===== src/rtl/frame_slot_sched.sv =====
// Slot scheduler for the shared multi-frame buffer: tracks committed slots,
// sequences CC/LPC transmitter starts and frees slots once every queued consumer is done.
module frame_slot_sched #(
    parameter int SLOTS  = 4,
    parameter int SLOT_W = 2
) (
    input  logic              clk_i,
    input  logic              rst_i,
    input  logic              frame_rdy_i,
    input  logic              cc_en_i,
    input  logic              lpc_en_i,
    input  logic              lpc_bsy_i,
    input  logic              cc_done_i,
    input  logic              lpc_done_i,
    output logic [SLOT_W-1:0] wr_slot_o,
    output logic              cc_start_o,
    output logic [SLOT_W-1:0] cc_slot_o,
    output logic              lpc_start_o,
    output logic [SLOT_W-1:0] lpc_slot_o,
    output logic [SLOT_W:0]   level_o,
    output logic              full_o,
    output logic [7:0]        drop_cnt_o
);

    typedef enum logic {ST_IDLE, ST_BUSY} cons_state_e;

    localparam logic [SLOT_W:0] FULL_LVL = (SLOT_W+1)'(SLOTS);
    localparam logic [SLOT_W:0] PTR_ONE  = (SLOT_W+1)'(1);

    logic [SLOT_W:0]          wr_ptr_q, wr_ptr_d;
    logic [SLOT_W:0]          tail_ptr_q, tail_ptr_d;
    logic [SLOT_W:0]          cc_ptr_q, cc_ptr_d;
    logic [SLOT_W:0]          lpc_ptr_q, lpc_ptr_d;
    logic [SLOTS-1:0][1:0]    pending_q, pending_d;
    cons_state_e              cc_state_q, cc_state_d;
    cons_state_e              lpc_state_q, lpc_state_d;
    logic                     cc_start_q, cc_start_d;
    logic                     lpc_start_q, lpc_start_d;
    logic [7:0]               drop_cnt_q, drop_cnt_d;

    logic [SLOT_W:0]          level;
    logic                     full;
    logic                     commit;
    logic                     drop;
    logic [SLOT_W-1:0]        wr_idx, tail_idx, cc_idx, lpc_idx;

    assign wr_idx   = wr_ptr_q[SLOT_W-1:0];
    assign tail_idx = tail_ptr_q[SLOT_W-1:0];
    assign cc_idx   = cc_ptr_q[SLOT_W-1:0];
    assign lpc_idx  = lpc_ptr_q[SLOT_W-1:0];

    // Wrap bit in the pointer MSB lets level distinguish full from empty.
    assign level  = wr_ptr_q - tail_ptr_q;
    assign full   = (level == FULL_LVL);
    assign commit = frame_rdy_i && !full && (cc_en_i || lpc_en_i);
    assign drop   = frame_rdy_i && full;

    always_comb begin
        wr_ptr_d    = wr_ptr_q;
        tail_ptr_d  = tail_ptr_q;
        cc_ptr_d    = cc_ptr_q;
        lpc_ptr_d   = lpc_ptr_q;
        pending_d   = pending_q;
        cc_state_d  = cc_state_q;
        lpc_state_d = lpc_state_q;
        cc_start_d  = 1'b0;
        lpc_start_d = 1'b0;
        drop_cnt_d  = drop_cnt_q;

        case (cc_state_q)
            ST_IDLE: begin
                if (cc_ptr_q != wr_ptr_q) begin
                    if (pending_q[cc_idx][0]) begin
                        cc_start_d = 1'b1;
                        cc_state_d = ST_BUSY;
                    end else begin
                        cc_ptr_d = cc_ptr_q + PTR_ONE;
                    end
                end
            end
            ST_BUSY: begin
                if (cc_done_i) begin
                    pending_d[cc_idx][0] = 1'b0;
                    cc_ptr_d             = cc_ptr_q + PTR_ONE;
                    cc_state_d           = ST_IDLE;
                end
            end
            default: cc_state_d = ST_IDLE;
        endcase

        case (lpc_state_q)
            ST_IDLE: begin
                if (lpc_ptr_q != wr_ptr_q) begin
                    if (!pending_q[lpc_idx][1]) begin
                        lpc_ptr_d = lpc_ptr_q + PTR_ONE;
                    end else if (!lpc_bsy_i) begin
                        lpc_start_d = 1'b1;
                        lpc_state_d = ST_BUSY;
                    end
                end
            end
            ST_BUSY: begin
                if (lpc_done_i) begin
                    pending_d[lpc_idx][1] = 1'b0;
                    lpc_ptr_d             = lpc_ptr_q + PTR_ONE;
                    lpc_state_d           = ST_IDLE;
                end
            end
            default: lpc_state_d = ST_IDLE;
        endcase

        if ((tail_ptr_q != wr_ptr_q) && (pending_q[tail_idx] == 2'b00)) begin
            tail_ptr_d = tail_ptr_q + PTR_ONE;
        end

        // A non-full buffer never has a busy consumer on wr_slot, so this cannot collide with a clear.
        if (commit) begin
            pending_d[wr_idx] = {lpc_en_i, cc_en_i};
            wr_ptr_d          = wr_ptr_q + PTR_ONE;
        end

        if (drop && (drop_cnt_q != 8'hFF)) begin
            drop_cnt_d = drop_cnt_q + 8'd1;
        end
    end

    always_ff @(posedge clk_i) begin
        if (rst_i) begin
            wr_ptr_q    <= '0;
            tail_ptr_q  <= '0;
            cc_ptr_q    <= '0;
            lpc_ptr_q   <= '0;
            pending_q   <= '0;
            cc_state_q  <= ST_IDLE;
            lpc_state_q <= ST_IDLE;
            cc_start_q  <= 1'b0;
            lpc_start_q <= 1'b0;
            drop_cnt_q  <= '0;
        end else begin
            wr_ptr_q    <= wr_ptr_d;
            tail_ptr_q  <= tail_ptr_d;
            cc_ptr_q    <= cc_ptr_d;
            lpc_ptr_q   <= lpc_ptr_d;
            pending_q   <= pending_d;
            cc_state_q  <= cc_state_d;
            lpc_state_q <= lpc_state_d;
            cc_start_q  <= cc_start_d;
            lpc_start_q <= lpc_start_d;
            drop_cnt_q  <= drop_cnt_d;
        end
    end

    assign wr_slot_o   = wr_idx;
    assign cc_start_o  = cc_start_q;
    assign cc_slot_o   = cc_idx;
    assign lpc_start_o = lpc_start_q;
    assign lpc_slot_o  = lpc_idx;
    assign level_o     = level;
    assign full_o      = full;
    assign drop_cnt_o  = drop_cnt_q;

endmodule


===== config.mk =====
export PLATFORM = sky130hd
export DESIGN_NAME = frame_slot_sched
export DESIGN_NICKNAME = d
export VERILOG_FILES = /design/src/rtl/frame_slot_sched.sv
export SDC_FILE = /design/constraint.sdc
export NUM_CORES = 1
export LEC_CHECK = 0
export ABC_CLOCK_PERIOD_IN_PS = 3150
export CELL_PAD_IN_SITES_DETAIL_PLACEMENT = 0
export CELL_PAD_IN_SITES_GLOBAL_PLACEMENT = 1
export CORE_MARGIN = 5
export CORE_UTILIZATION = 29
export DETAILED_ROUTE_END_ITERATION = 12
export PLACE_DENSITY_LB_ADDON = 0.2
export SYNTH_ARGS = -nofsm -noshare
export SYNTH_HDL_FRONTEND = slang
export SYNTH_SLANG_ARGS = --single-unit

===== constraint.sdc =====
create_clock -name clk_i -period 3.15 [get_ports clk_i]
set_input_delay 0.63 -clock clk_i [delete_from_list [all_inputs] [get_ports clk_i]]
set_output_delay 0.63 -clock clk_i [all_outputs]
set_load 0.05 [all_outputs]

==> results of run 1 <==
-- per-stage QoR --
step	cell area [sq um]	instances	worst slack [ps]
finish	2400	322	232
global route	2400	322	120
detailed placement	2310	314	582
floorplan	1990	219	441
CTS	2400	322	237
global placement	2310	314	638
-- per-layer routing --
metal  up-vias  wire length, um
li1        826                -
met1       760             2430
met2        22             2070
met3         7              146
met4         0               54
met5         -                0
-- where the power goes --
group	switching, mW	leakage, nW	internal, mW
registers	0.0982	0.260	0.465
logic	0.638	0.617	0.419
clock network	0.173	0.0404	0.156
-- synth_stat cells (2+ instances only) --
cell type and number:
ha_1 16, o21ai_0 5, mux2i_1 10, mux4_2 2
xnor2_1 7, nand3_1 9, nand3b_1 2, dfxtp_1 32
o31ai_1 4, o211ai_1 6, nor2b_1 4, a31oi_1 3
o41ai_1 3, nand2b_1 2, buf_4 7, or4_1 5
nor2_1 20, a21oi_1 10, nor3_1 6, nor3b_1 7
and2_1 4, a21boi_0 8, inv_1 13, xor2_1 2
nand2_1 5, a311oi_1 2, mux2_2 2, a211oi_1 2
clkbuf_1 6
-- worst max-delay path by stage --
stage / to / start / slack [ps]
2_1_floorplan: full_o / wr_ptr_q[0]$_SDFFE_PP0P_ / 440
3_3_place_gp: full_o / wr_ptr_q[0]$_SDFFE_PP0P_ / 640
3_5_place_dp: full_o / wr_ptr_q[0]$_SDFFE_PP0P_ / 580
4_1_cts: full_o / wr_ptr_q[0]$_SDFFE_PP0P_ / 240
5_1_grt: full_o / wr_ptr_q[0]$_SDFFE_PP0P_ / 120
6_report: full_o / wr_ptr_q[0]$_SDFFE_PP0P_ / 230
-- registers in the layout, summed over array words and instances, names as in the netlist --
signal,flops
tail_ptr_q,3
lpc_start_o,1
wr_ptr_q,3
lpc_ptr_q,3
drop_cnt_o,8
cc_start_o,1
lpc_state_q,1
cc_ptr_q,3
cc_state_q,1
pending_q,8
-- area by class of cell --
| class | instances | area share, % |
|---|---|---|
| sequential | 32 | 26.7 |
| clock inverter | 3 | 0.991 |
| inverter | 14 | 2.24 |
| tap | 80 | 4.17 |
| clock buffer | 5 | 2.87 |
| multi-input combinational | 158 | 50.1 |
| timing repair buffer | 30 | 12.9 |
-- logic make-up (layout without fill, tap and decap cells) --
logic type | after synthesis | in the layout | synth area share, %
simple gates | 70 | 70 | 19.5
compound gates | 47 | 47 | 16.3
flops | 32 | 32 | 32.2
buf+inv | 29 | 52 | 7.24
fa+ha+maj | 17 | 17 | 11.1
mux | 14 | 14 | 8.44
xor+xnor | 10 | 10 | 5.16
-- worst max-delay path, stage by stage, from the launching register on --
cell and delay [ps]:
dfxtp_1 490, inv_1 170, ha_1 240, fa_1 370, xnor3_2 300, nor2_1 250, buf_12 170
==> qor.yml, run 1 <==
grt_pass1_vias: 1592
grt.met1_usage_pct: 16.3
grt-busiest-layer: "met2"
worst_pin_slew_ps: 568
fin_nets: 266
rsz0062_at_grt: "false"
die_w_um: 92.8
nFillCells: 690
multi_input_area_sq_um: 1200
skew_ps: 13.8
worstHoldPathType: "register to register"
worst_ep_required_time_ps: 2520
hold_buffers: 0
dp_hpwl_um: 3530
min_to: "cc_ptr_q[2]$_SDFFE_PP0P_"
viasPerCell: 5.02
post-cts-setup-buffers: 0
outcome: "finished, final reports clean"
dr_total_vias: 1615
routedWlPerCell_um: 14.6
synth-async-reset-ratio_pct: 0
gr-total-overflow: 0
finalHoldViolCount: 0
numClockSinks: 32
clkSlewWorstSetupHoldPaths_ps: 80
setup_viol: 0
vdd_drop_max_v: 0.000327
drv_slew: 0
synth_top_area_cell: "dfxtp_1"
min_period_ps: 2920
holdWs_ps: 496
start_util_pct: 29.6
utilization_pct: 35.7
power_mw: 1.95
endpoint_kind: "output pin"
start_kind: "register"
clk_latency_ps: 290
setup_tns_ps: 0
synthCells: 219
synth_edf_count: 0
drt_iter0_drc: 50
power.leakage_nw: 0.918
rrSetupSlack_ps: 580
grt_max_degree: 19
netlist_area_sq_um: 1990
synth_seq_cells: 32
cts_tree: "built"
hold_start: "cc_ptr_q[2]$_SDFFE_PP0P_"
core_sq_um: 6720
cts_htree_levels: 2
num_rows: 30
cp_max_fo: 7
relSlewSlack_pct: 62.0
routed_wl_um: 4710
timing.final.crit_share_pct: 92.6
synth_top_cell_area_share_pct: 32.2
pin_count: 28
use_met2_pct: 18.2
die_area_sq_um: 8610
r2r_cells: 8
powerDensity_nw_per_um2: 812
synth_flop_cell: "dfxtp_1"
firstDrtPassIters: 4
synth_fp_nets: 244
crit_type: "register to output pin"
r2r-end: "drop_cnt_o[5]$_SDFFE_PP0P_"
port_buffers: 27
cts_max_path_buffers: 2
ant_nets: 0
grtUsageMet3_pct: 2.92
syn_area_per_cell_sq_um: 9.07
synth_area_leaders: "dfxtp_1 (32%), ha_1 (10%), mux2i_1 (5.0%), nor2_1 (3.8%), xnor2_1 (3.1%)"
max-cap-violations: 0
ys_types: 44
whs_path_depth: 2
antenna_found_initial: 0
area_growth_pct: 20.8
timing.fmax_mhz: 343
antenna_cells: 0
synth_warnings: 0
ys_seq_area_share_pct: 32.2
gp_congestion: 0.738
grt_pass1_wl_um: 8200
rr_startpoint: "wr_ptr_q[0]$_SDFFE_PP0P_"
cts_buffers: 5
ctsResizeCount: 0
cts_root_buffer: "clkbuf_8"
drc_errors: 0
final_cell_mix: "dfxtp_1 (32), clkdlybuf4s50_1 (24), nor2_1 (20)"
drive_above_1_share_pct: 8.68
seqCellArea_sq_um: 641
track_usage_pct: 11.9
worst_ep_arrival_time_ps: 2290
fp.dieH_um: 92.8
final_common_cell: "dfxtp_1"
Power figures use the tool's default switching activity.
==> run 2, diff against run 1 <==
--- a/config.mk
+++ b/config.mk
@@ -12,6 +12,8 @@
 export CORE_UTILIZATION = 29
 export DETAILED_ROUTE_END_ITERATION = 12
 export PLACE_DENSITY_LB_ADDON = 0.2
+export SKIP_LAST_GASP = 1
+export SLEW_MARGIN = 10
 export SYNTH_ARGS = -nofsm -noshare
 export SYNTH_HDL_FRONTEND = slang
 export SYNTH_SLANG_ARGS = --single-unit
==> results of run 2 <==
Final layout, timing and power as in run 1 (identical DEF).
==> run 3, diff against run 2 <==
--- a/config.mk
+++ b/config.mk
@@ -5,6 +5,7 @@
 export SDC_FILE = /design/constraint.sdc
 export NUM_CORES = 1
 export LEC_CHECK = 0
+export ABC_AREA = 1
 export ABC_CLOCK_PERIOD_IN_PS = 3150
 export CELL_PAD_IN_SITES_DETAIL_PLACEMENT = 0
 export CELL_PAD_IN_SITES_GLOBAL_PLACEMENT = 1
==> qor.yml, run 3 <==
gr-total-overflow: 0
cts_buffers: 5
synthCells: 326
cpMostUsedCell: "inv_1"
dr_total_vias: 2041
synth_flop_cell: "dfxtp_1"
synth-async-reset-ratio_pct: 0
viasPerCell: 4.51
syn_area_per_cell_sq_um: 6.75
grt_max_degree: 20
min_period_ps: 2930
port_buffers: 27
drv_slew: 0
timing.final.crit_share_pct: 92.9
setup_viol: 0
wl_met3_um: 189
crit_slowest_cell: "clkdlybuf4s50_1"
finalHoldViolCount: 0
powerDensity_nw_per_um2: 790
rr_startpoint: "wr_ptr_q[0]$_SDFFE_PP0P_"
dpl_cell_area_sq_um: 2540
antenna_found_initial: 0
synth_top_cell_area_share_pct: 29.1
num_rows: 31
fp.dieH_um: 97.1
path_cells: "inv_1 > ha_1 > fa_1 > nand3b_1 > nand2_1 > inv_1 > clkdlybuf4s50_1"
drc_errors: 0
pin_count: 28
routedWlPerCell_um: 12.3
worst_ep_required_time_ps: 2520
vdd_drop_max_v: 0.000358
firstDrtPassIters: 4
dp_hpwl_um: 4260
ctsResizeCount: 0
routed_wl_um: 5570
m1WireLength_um: 2760
die_w_um: 97.1
cts_tree: "built"
min_to: "drop_cnt_o[3]$_SDFFE_PP0P_"
final_cell_mix: "nand2_1 (80), inv_1 (53), nor2_1 (32), dfxtp_1 (32), clkdlybuf4s50_1 (25)"
hold_buffers: 0
timing.fmax_mhz: 342
synth_fp_nets: 351
relSlewSlack_pct: 58.6
cp_top_family: "buffers and inverters"
numClockSinks: 32
worst_pin_slew_ps: 621
area_growth_pct: 19.7
drive_above_1_share_pct: 8.76
finalInstanceArea_sq_um: 2630
antenna_cells: 0
worst-path-buf-inv: 3
fin_nets: 378
final_common_cell: "nand2_1"
hold_start: "drop_cnt_o[3]$_SDFFE_PP0P_"
r2r-end: "drop_cnt_o[5]$_SDFFE_PP0P_"
routed.top_layer: "met4"
synth_warnings: 0
synth_top_area_cell: "dfxtp_1"
ys_types: 30
yosys.cell_count.top_type: "nand2_1"
ant_nets: 0
ys_top_cells_by_count: "nand2_1 (80), inv_1 (53), dfxtp_1 (32), nor2_1 (32), o21ai_0 (24)"
start_kind: "register"
rrSetupSlack_ps: 980
rsz0062_at_grt: "false"
cp_max_fo: 5
start_util_pct: 30.0
endpoint_kind: "output pin"
gp_congestion: 0.774
whs_path_depth: 2
power.leakage_nw: 1.21
ys_seq_area_share_pct: 29.1
power_mw: 2.08
r2r_cells: 10
skew_ps: 12.7
synth_area_leaders: "dfxtp_1 (29%), nand2_1 (14%), ha_1 (9.1%), inv_1 (9.0%), o21ai_0 (5.5%)"
cts_max_path_buffers: 2
grt_pass1_wl_um: 9580
clkSlewWorstSetupHoldPaths_ps: 70
post-cts-setup-buffers: 0
outcome: "finished, final reports clean"
synth_edf_count: 0
core_sq_um: 7330
track_usage_pct: 12.3
synth_seq_cells: 32
cts_htree_levels: 2
worst_ep_arrival_time_ps: 2300
setup_tns_ps: 0
utilization_pct: 35.9
met2_length_um: 2560
grt_pass1_vias: 1967
die_area_sq_um: 9430
netlist_area_sq_um: 2200
max-cap-violations: 0
cpPeakStageDelay_ps: 690
crit_type: "register to output pin"
drt_iter0_drc: 51
worstHoldPathType: "register to register"
clk_latency_ps: 290
cts_root_buffer: "clkbuf_8"
==> run 3: cell count changes in the layout (fill, tap and decap cells not counted), moves of 7 or more <==
cell      before  now
nand3_1        9   20
mux2i_1       10    0
nand2_1        5   80
o21ai_0        5   24
nor3b_1        7    0
nand4_1        1   11
inv_1         13   53
nor2_1        20   32
a21boi_0       8    0
==> run 3: worst min-delay path, delay by kind of cell, from the launching register on <==
| kind | cells | cell delay, ps |
|---|---|---|
| AOI/OAI and AO/OA | 2 | 140 |
| DFF | 1 | 330 |
==> run 3: worst max path at each step <==
stage / from / cells past startpoint / to / slack [ps]
6_report: wr_ptr_q[0]$_SDFFE_PP0P_ / 7 / level_o[2] / 220
4_1_cts: wr_ptr_q[0]$_SDFFE_PP0P_ / 7 / level_o[2] / 190
2_1_floorplan: wr_ptr_q[0]$_SDFFE_PP0P_ / 8 / full_o / 740
5_1_grt: wr_ptr_q[0]$_SDFFE_PP0P_ / 7 / level_o[2] / 70
3_5_place_dp: wr_ptr_q[0]$_SDFFE_PP0P_ / 7 / level_o[2] / 510
3_3_place_gp: wr_ptr_q[0]$_SDFFE_PP0P_ / 7 / level_o[2] / 520
==> run 3: routing by layer <==
layer  global-route usage, %  vias up
met2                    20.2       26
li1                        -     1083
met1                    16.1      927
met4                    2.92        0
met5                       0        -
met3                    3.09        5
==> run 3: cells by family (layout without fill, tap and decap cells) <==
family / after synthesis / in the layout / share of synthesized area (%)
AO/OA/AOI/OAI: 44 / 44 / 11.3
XOR/XNOR: 7 / 7 / 2.79
adder cells (fa/ha/maj): 17 / 17 / 10.0
buffers and inverters: 66 / 94 / 13.4
flip-flops: 32 / 32 / 29.1
AND/OR/NAND/NOR: 160 / 160 / 33.4
==> run 3: cell type report <==
class	instances	area (sq um)
fillers	815	4700
multi-input cells	228	1260
flip-flops and latches	32	641
repair buffers	31	308
inverters	55	206
well taps	99	124
clock buffers	8	90.1
==> run 3: per-stage QoR <==
stage	worst slack, ps	hold slack (ps)	cells
final	223	519	453
after global routing	70.8	562	453
after CTS	194	512	453
after detailed placement	509	503	445
after global placement	521	501	445
after floorplan	744	479	326
==> run 3: power by group <==
group          internal [mW]  switching [mW]
combinational          0.397           0.781
clock                  0.178           0.159
sequential             0.476          0.0889
